**config.mk**
```make
export PLATFORM = sky130hd
export DESIGN_NAME = stream_demux4
export DESIGN_NICKNAME = d
export VERILOG_FILES = /design/src/rtl/stream_demux4_pkg.sv /design/src/rtl/stream_demux4_slot.sv /design/src/rtl/stream_demux4.sv
export SDC_FILE = /design/constraint.sdc
export NUM_CORES = 1
export LEC_CHECK = 0
export ABC_AREA = 1
export CAP_MARGIN = 20
export CORE_UTILIZATION = 40
export CTS_BUF_LIST = sky130_fd_sc_hd__clkbuf_16
export DETAILED_ROUTE_END_ITERATION = 7
export GPL_TIMING_DRIVEN = 0
export PLACE_DENSITY = 0.7
export SLEW_MARGIN = 0
export SYNTH_ARGS = -nofsm -noshare
export SYNTH_HDL_FRONTEND = slang
export SYNTH_SLANG_ARGS = --single-unit
```
**constraint.sdc**
```tcl
create_clock -name i_clk -period 1.6 [get_ports i_clk]
set_clock_uncertainty 0.1 [all_clocks]
set_input_delay 0.16 -clock i_clk [delete_from_list [all_inputs] [get_ports i_clk]]
set_output_delay 0.16 -clock i_clk [all_outputs]
set_load 0.01 [all_outputs]
```
**src/rtl/stream_demux4_pkg.sv**
```systemverilog
// Shared constants and types for the four-way stream demultiplexer.
package stream_demux4_pkg;

  localparam int NUM_CH     = 4;
  localparam int DATA_W_DEF = 16;
  localparam int CNT_W_DEF  = 8;

  typedef logic [1:0] ch_sel_t;

endpackage

```
**src/rtl/stream_demux4_slot.sv**
```systemverilog
// One output holding slot: a registered word plus valid flag, with an optional
// accept counter enabled by the STREAM_DEMUX4_CNT_EN macro.
module stream_demux4_slot #(
  parameter int DATA_W = 16,
  parameter int CNT_W  = 8
) (
  input  logic              i_clk,
  input  logic              i_rst,
  input  logic              i_load,
  input  logic [DATA_W-1:0] i_data,
  input  logic              i_ready,
  output logic              o_valid,
  output logic [DATA_W-1:0] o_data
`ifdef STREAM_DEMUX4_CNT_EN
  ,
  output logic [CNT_W-1:0]  o_cnt
`endif
);

  // A load takes priority over a drain so a same-edge drain/load refills without a bubble.
  always_ff @(posedge i_clk) begin
    if (i_rst) begin
      o_valid <= 1'b0;
      o_data  <= '0;
    end else if (i_load) begin
      o_valid <= 1'b1;
      o_data  <= i_data;
    end else if (o_valid && i_ready) begin
      o_valid <= 1'b0;
    end
  end

`ifdef STREAM_DEMUX4_CNT_EN
  always_ff @(posedge i_clk) begin
    if (i_rst) begin
      o_cnt <= '0;
    end else if (i_load) begin
      o_cnt <= o_cnt + CNT_W'(1);
    end
  end
`endif

endmodule

```
**src/rtl/stream_demux4.sv**
```systemverilog
// Routes one valid/ready input stream to four independent output slots chosen by i_ctlr.
// Define STREAM_DEMUX4_CNT_EN to add per-channel accept counters on o_cnt_0..o_cnt_3.
module stream_demux4
  import stream_demux4_pkg::*;
#(
  parameter int DATA_W = DATA_W_DEF,
  parameter int CNT_W  = CNT_W_DEF
) (
  input  logic              i_clk,
  input  logic              i_rst,
  input  logic              i_valid,
  output logic              o_ready,
  input  ch_sel_t           i_ctlr,
  input  logic [DATA_W-1:0] i_data,
  output logic              o_valid_0,
  output logic              o_valid_1,
  output logic              o_valid_2,
  output logic              o_valid_3,
  input  logic              i_ready_0,
  input  logic              i_ready_1,
  input  logic              i_ready_2,
  input  logic              i_ready_3,
  output logic [DATA_W-1:0] o_data_0,
  output logic [DATA_W-1:0] o_data_1,
  output logic [DATA_W-1:0] o_data_2,
  output logic [DATA_W-1:0] o_data_3
`ifdef STREAM_DEMUX4_CNT_EN
  ,
  output logic [CNT_W-1:0]  o_cnt_0,
  output logic [CNT_W-1:0]  o_cnt_1,
  output logic [CNT_W-1:0]  o_cnt_2,
  output logic [CNT_W-1:0]  o_cnt_3
`endif
);

  logic [NUM_CH-1:0] slot_valid;
  logic [NUM_CH-1:0] ready_vec;
  logic [DATA_W-1:0] slot_data [NUM_CH];
  logic              accept;
`ifdef STREAM_DEMUX4_CNT_EN
  logic [CNT_W-1:0]  slot_cnt [NUM_CH];
`endif

  assign ready_vec = {i_ready_3, i_ready_2, i_ready_1, i_ready_0};

  // Only the addressed slot gates acceptance, so a stalled channel never blocks the others.
  assign o_ready = !i_rst && (!slot_valid[i_ctlr] || ready_vec[i_ctlr]);
  assign accept  = i_valid && o_ready;

  for (genvar n = 0; n < NUM_CH; n++) begin : g_slot
    stream_demux4_slot #(
      .DATA_W (DATA_W),
      .CNT_W  (CNT_W)
    ) u_slot (
      .i_clk   (i_clk),
      .i_rst   (i_rst),
      .i_load  (accept && (i_ctlr == ch_sel_t'(n))),
      .i_data  (i_data),
      .i_ready (ready_vec[n]),
      .o_valid (slot_valid[n]),
      .o_data  (slot_data[n])
`ifdef STREAM_DEMUX4_CNT_EN
      ,
      .o_cnt   (slot_cnt[n])
`endif
    );
  end

  assign o_valid_0 = slot_valid[0];
  assign o_valid_1 = slot_valid[1];
  assign o_valid_2 = slot_valid[2];
  assign o_valid_3 = slot_valid[3];
  assign o_data_0  = slot_data[0];
  assign o_data_1  = slot_data[1];
  assign o_data_2  = slot_data[2];
  assign o_data_3  = slot_data[3];

`ifdef STREAM_DEMUX4_CNT_EN
  assign o_cnt_0 = slot_cnt[0];
  assign o_cnt_1 = slot_cnt[1];
  assign o_cnt_2 = slot_cnt[2];
  assign o_cnt_3 = slot_cnt[3];
`endif

endmodule

```
# ---- Word-level counts from Yosys, hierarchy flattened
# Index checks and enable logic that the tools add are counted.
dict set report totals {
  wordCells 42
  ff_bits 68
  out_inout_bits 69
  inputBits 25
}
dict set report op_classes {
  reduce_logical 18
  n_lt_le_gt_ge 1
  mux 12
  n_eq_ne 3
}
# operator n
set ops {}
lappend ops {{$logic_and A1 B1 Y1} 10}
lappend ops {{$mux W1} 10}
lappend ops {{$reduce_bool A2 Y1} 4}
lappend ops {{$bmux W1 S2} 2}
lappend ops {{$eq A2 B2 Y1 const B} 2}
lappend ops {{$lt A2 B3 Y1 const B} 1}
lappend ops {{$eq A2 B1 Y1 const B} 1}
lappend ops {{$logic_not A1 Y1} 2}
lappend ops {{$logic_not A2 Y1} 1}
lappend ops {{$logic_or A1 B1 Y1} 1}

# ---- Logic depth before layout (Yosys ltp)
dict set report logic_depth {
  word_depth 8
  mapped_depth 12
  ltp_nobuf 10
}

# ---- By module
# From an unflattened synthesis, not the netlist that was laid out.
dict set report hier_totals {
  hier_cells 324
  hier_area_um2 2491.1
}
# module area_each_um2 cells_each instances seq_area_each_um2
set modules_own_cells {}
lappend modules_own_cells {stream_demux4_slot 588.1 73 4 340.3}
lappend modules_own_cells {stream_demux4 138.9 32 1 0.0}

# ---- Least setup slack after synthesis
# OpenSTA, ideal clock, no wires.
dict set report synth_path {
  path_type {input to register}
  start {input i_ctlr[0]}
  end {register g_slot[0].u_slot.o_data[10]}
  path_slack_ps 268
  arrival_ps 1119
  required_time_ps 1387
  cell_stages 10
  setup_ps 113
  n_path_buf 2
  path_cell_list {buf_6 nor2_2 nand2_1 nand2_1 nor2_4 nand2_8 nand4_4 buf_4 nor2_1 nor2_1}
}
dict set report synth_via {
  elab_chain_cells 7
  elab_cells_between_ends 10
  classes_between {4 x mux; 6 x reduce/logical}
}
# element line
set synth_rtl {}
lappend synth_rtl {{start, declared} stream_demux4.sv:13} ;# input ch_sel_t i_ctlr,
lappend synth_rtl {{$bmux W1 S2} stream_demux4.sv:47} ;# assign o_ready = !i_rst && (!slot_valid[i_ctlr] || ready_vec[i_ctlr]);
lappend synth_rtl {{$mux W1 (not written as such)} stream_demux4.sv:47}
lappend synth_rtl {{$logic_not A1 Y1} stream_demux4.sv:47}
lappend synth_rtl {{$logic_or A1 B1 Y1} stream_demux4.sv:47}
lappend synth_rtl {{$logic_and A1 B1 Y1} stream_demux4.sv:47}
lappend synth_rtl {{$logic_and A1 B1 Y1} stream_demux4.sv:48} ;# assign accept = i_valid && o_ready;
lappend synth_rtl {{$logic_and A1 B1 Y1 (*)} stream_demux4.sv:57} ;# .i_load (accept && (i_ctlr == ch_sel_t'(n))),
lappend synth_rtl {{end signal, assigned} stream_demux4_slot.sv:27} ;# o_data <= i_data;
lappend synth_rtl {{end, declared} stream_demux4_slot.sv:13} ;# output logic [DATA_W-1:0] o_data
# Every way passes the cells marked *; elsewhere a longest branch is shown, timed or not. The select of a mux whose other input is x is not followed.
# A chain may end at the register's enable or synchronous reset.

# ---- Worst setup path in the final report
dict set report layout_path {
  start {register g_slot[3].u_slot.o_valid}
  end {register g_slot[3].u_slot.o_data[13]}
}
dict set report layout_via {
  elab_chain_cells 7
}
# element line
set layout_rtl {}
lappend layout_rtl {{start, declared} stream_demux4_slot.sv:12} ;# output logic o_valid,
lappend layout_rtl {{start signal, assigned} stream_demux4_slot.sv:23} ;# o_valid <= 1'b0;
lappend layout_rtl {{start signal, assigned} stream_demux4_slot.sv:26} ;# o_valid <= 1'b1;
lappend layout_rtl {{start signal, assigned} stream_demux4_slot.sv:29} ;# o_valid <= 1'b0;
lappend layout_rtl {{$bmux W1 S2} stream_demux4.sv:47}
lappend layout_rtl {{$mux W1 (not written as such)} stream_demux4.sv:47}
lappend layout_rtl {{$logic_not A1 Y1} stream_demux4.sv:47}
lappend layout_rtl {{$logic_or A1 B1 Y1} stream_demux4.sv:47}
lappend layout_rtl {{$logic_and A1 B1 Y1} stream_demux4.sv:47}
lappend layout_rtl {{$logic_and A1 B1 Y1} stream_demux4.sv:48}
lappend layout_rtl {{$logic_and A1 B1 Y1} stream_demux4.sv:57}
lappend layout_rtl {{end signal, assigned} stream_demux4_slot.sv:27}
lappend layout_rtl {{end, declared} stream_demux4_slot.sv:13}
# No other way between the ends. The select of a mux whose other input is x is not followed.

==> flow_metrics.tcl <==
set metrics [dict create \
    synth_compound_gate_area_share_pct 0.838 \
    insertion_delay_ps 320 \
    reg2reg_to "g_slot[3].u_slot.o_data[13]" \
    finalWorstSetupSlack_ps 113 \
    drt-initial-drc-count 116 \
    grt_antenna_before_repair 0 \
    whs_path_depth 6 \
    crit_type "flip-flop to flip-flop" \
    r2r_start "g_slot[3].u_slot.o_valid" \
    drt_wl_total_um 7650 \
    reg2reg_slack_ps 110 \
    ys_ff_latch 68 \
    synth_area_leader_cell "dfxtp_1" \
    seq_area_frac_synth_pct 45.6 \
    whs_endpoint "g_slot[2].u_slot.o_data[7]" \
    synth_flop_cell "dfxtp_1" \
    port_buffers 92 \
    hold_viol 0 \
    yosys-top-cells-area "dfxtp_1 46%, nand2_1 18%, nor2_1 16%" \
    grt.met2_usage_pct 35.0 \
    ff2ff_path_depth 9 \
    grt_usage_pct 20.7 \
    cts_sinks 68 \
    synth_fa_ha_area_share_pct 0 \
    synth_area_um2 2990 \
    synth_cell_types 15 \
    dieWidth_um 88.4 \
    vias_per_cell 4.33 \
    crit_arrival_ps 1600 \
    synth-xor-area-share_pct 0 \
    gr-total-overflow 0 \
    clkTransAtPathRegs_ps 60 \
    vdd_ir_drop_max_v 0.000608 \
    crit_required_ps 1720 \
    hp-class "input port to flip-flop" \
    dr.pass1.iters 4 \
    cts_root_buffer "clkbuf_16" \
    synth_mux_area_share_pct 0 \
    tightest_slew_ps 375 \
    met1_usage_pct 27.3 \
    gp_congestion 0.848 \
    wl_per_cell_um 11.6 \
    crit_chain "nand2_1 -> nand2_1 -> nand2_1 -> nand2_2 -> nand2_8 -> nand4_4 -> buf_4 -> nor2_1 -> nor2_1" \
    syn-mean-instance-area_um2 6.64 \
    fin_nets 579 \
    cts-buffers-inserted 9 \
    antennaDiodeCount 0 \
    fin_tns_setup_ps 0 \
    busiest_layer "met2" \
    hpwl_um 5560 \
    yosys.area_share.simple_pct 39.3 \
    status "complete, no violations" \
    pre_cts_slack_ps -569 \
    min_from "i_ctlr[0]" \
    slowest_delay_ps 320 \
    start_util_pct 41.2 \
    slew_headroom_pct 75.0 \
    path_max_fanout 10 \
    synth_edf_count 0 \
    grt_max_degree 13 \
    synth_top_family_by_area "simple AND/OR/NAND/NOR gates" \
    power_density_nw_per_um2 967 \
    cts.htree.levels 3 \
    yosysWarnings 0 \
    synth_top_cell_area_share_pct 45.6 \
    fp.dieH_um 88.4 \
    drv_slew 0 \
    clockBufferDepth 2 \
    drive_gt1_share_pct 8.41 \
    maxCapViolCount 0 \
    fmax_mhz 673 \
    finalCriticalPeriod_ps 1490 \
    cts_tree "yes" \
    synthArstFlopShare_pct 0 \
    cts_hold_buffers 0 \
    dieArea_um2 7820 \
    worst_path_max_delay_cell "dfxtp_1" \
    p_leak_nw 2.17 \
    syn_inst 450 \
    synth_common_cells "144 x nand2_1, 130 x nor2_1, 70 x inv_1" \
    drc 0 \
    grt_pass1_wl_um 12200 \
    area_growth_pct 45.3 \
    core_um2 7250 \
    setup_violations 0 \
    ant_nets 0 \
    finalCritPeriodShare_pct 92.9 \
    synth_nets 475 \
    grtUsageMet3_pct 3.08 \
    critPathLaunchType "flip-flop" \
    core.rowCount 31 \
    hold_slack_ps 216 \
    grt_pass1_vias 2530 \
    pin_count 94 \
    yosysMostFrequentCell "nand2_1" \
    crit_top_cell "nand2_1" \
    endpoint_kind "flip-flop" \
    dr_total_vias 2851 \
]
## metrics by stage
step	utilization, %	total power [mW]	area [µm²]	instances
floorplan	-	2.05	2990	450
global placement	55.6	2.30	4030	641
detailed placement	55.6	2.31	4030	641
CTS	59.8	4.23	4340	658
global route	59.8	4.35	4340	658
finish	59.8	4.20	4340	658
## metal layers
layer  share of wire (%)  vias to the layer above  wire (µm)
met2                  46                       84       3530
li1                    -                     1504          -
met3                 5.0                        9        380
met1                  48                     1254       3660
met4                 1.0                        0         80
met5                   0                        -          0
## cells by family after synthesis
logic type | Yosys count
buffers and inverters | 92
AO/OA/AOI/OAI | 5
flip-flops | 68
AND/OR/NAND/NOR | 285
## layout by cell type (no fill, tap or decap), types with 2 or more instances in the layout
master,count
buf_6,9
clkbuf_16,9
clkdlybuf4s50_1,90
dfxtp_1,68
clkinvlp_4,2
clkbuf_2,2
nor2_1,130
clkinv_1,2
nand2_1,144
a21oi_1,4
buf_4,5
nand3_1,3
nand4_4,4
buf_2,6
inv_1,70
## sequential cells by signal, indices dropped and copies added (netlist names)
signal	cells
g_slot.u_slot.o_data	64
g_slot.u_slot.o_valid	4
## how the worst max path moves through the flow
stage / start / to / slack, ps / cells past startpoint
CTS: g_slot[2].u_slot.o_valid / o_ready / 7 / 6
finish: g_slot[3].u_slot.o_valid / g_slot[3].u_slot.o_data[13] / 110 / 9
floorplan: i_ctlr[0] / g_slot[0].u_slot.o_data[10] / 270 / 10
detailed placement: i_rst / g_slot[1].u_slot.o_data[14] / -570 / 6
global placement: i_rst / g_slot[3].u_slot.o_data[0] / -530 / 6
global route: i_rst / g_slot[1].u_slot.o_data[10] / -0.5 / 6
## where the power goes
part / total (mW) / internal [mW] / switching [mW]
Combinational: 0.486 / 0.234 / 0.252
Sequential: 1.79 / 1.76 / 0.0330
Clock: 1.92 / 1.20 / 0.727
## worst max-delay path, delay by kind of cell (launching register included)
kind	cells	cell delay, ps
and+or+nand+nor	8	710
buffers and inverters	1	250
DFF	1	320
## final cells by class
cell class              count  area [µm²]
flip-flops and latches     68        1360
clock inverters             7        66.3
inverters                  72         273
fillers                   680        2910
multi-input cells         290        1200
well taps                  99         124
clock buffers               9         225
repair buffers             93         922
plain buffers              20         166
## repair_timing
item | in CTS | in global routing
hold endpoints to repair | 0 | 0
buffers inserted | 1 | 0
gates resized for setup | 11 | 8
cloned | 0 | 0
endpoints found under the setup margin | 63 | 35
pin swaps | 1 | 0
Power figures use the tool's default switching activity.
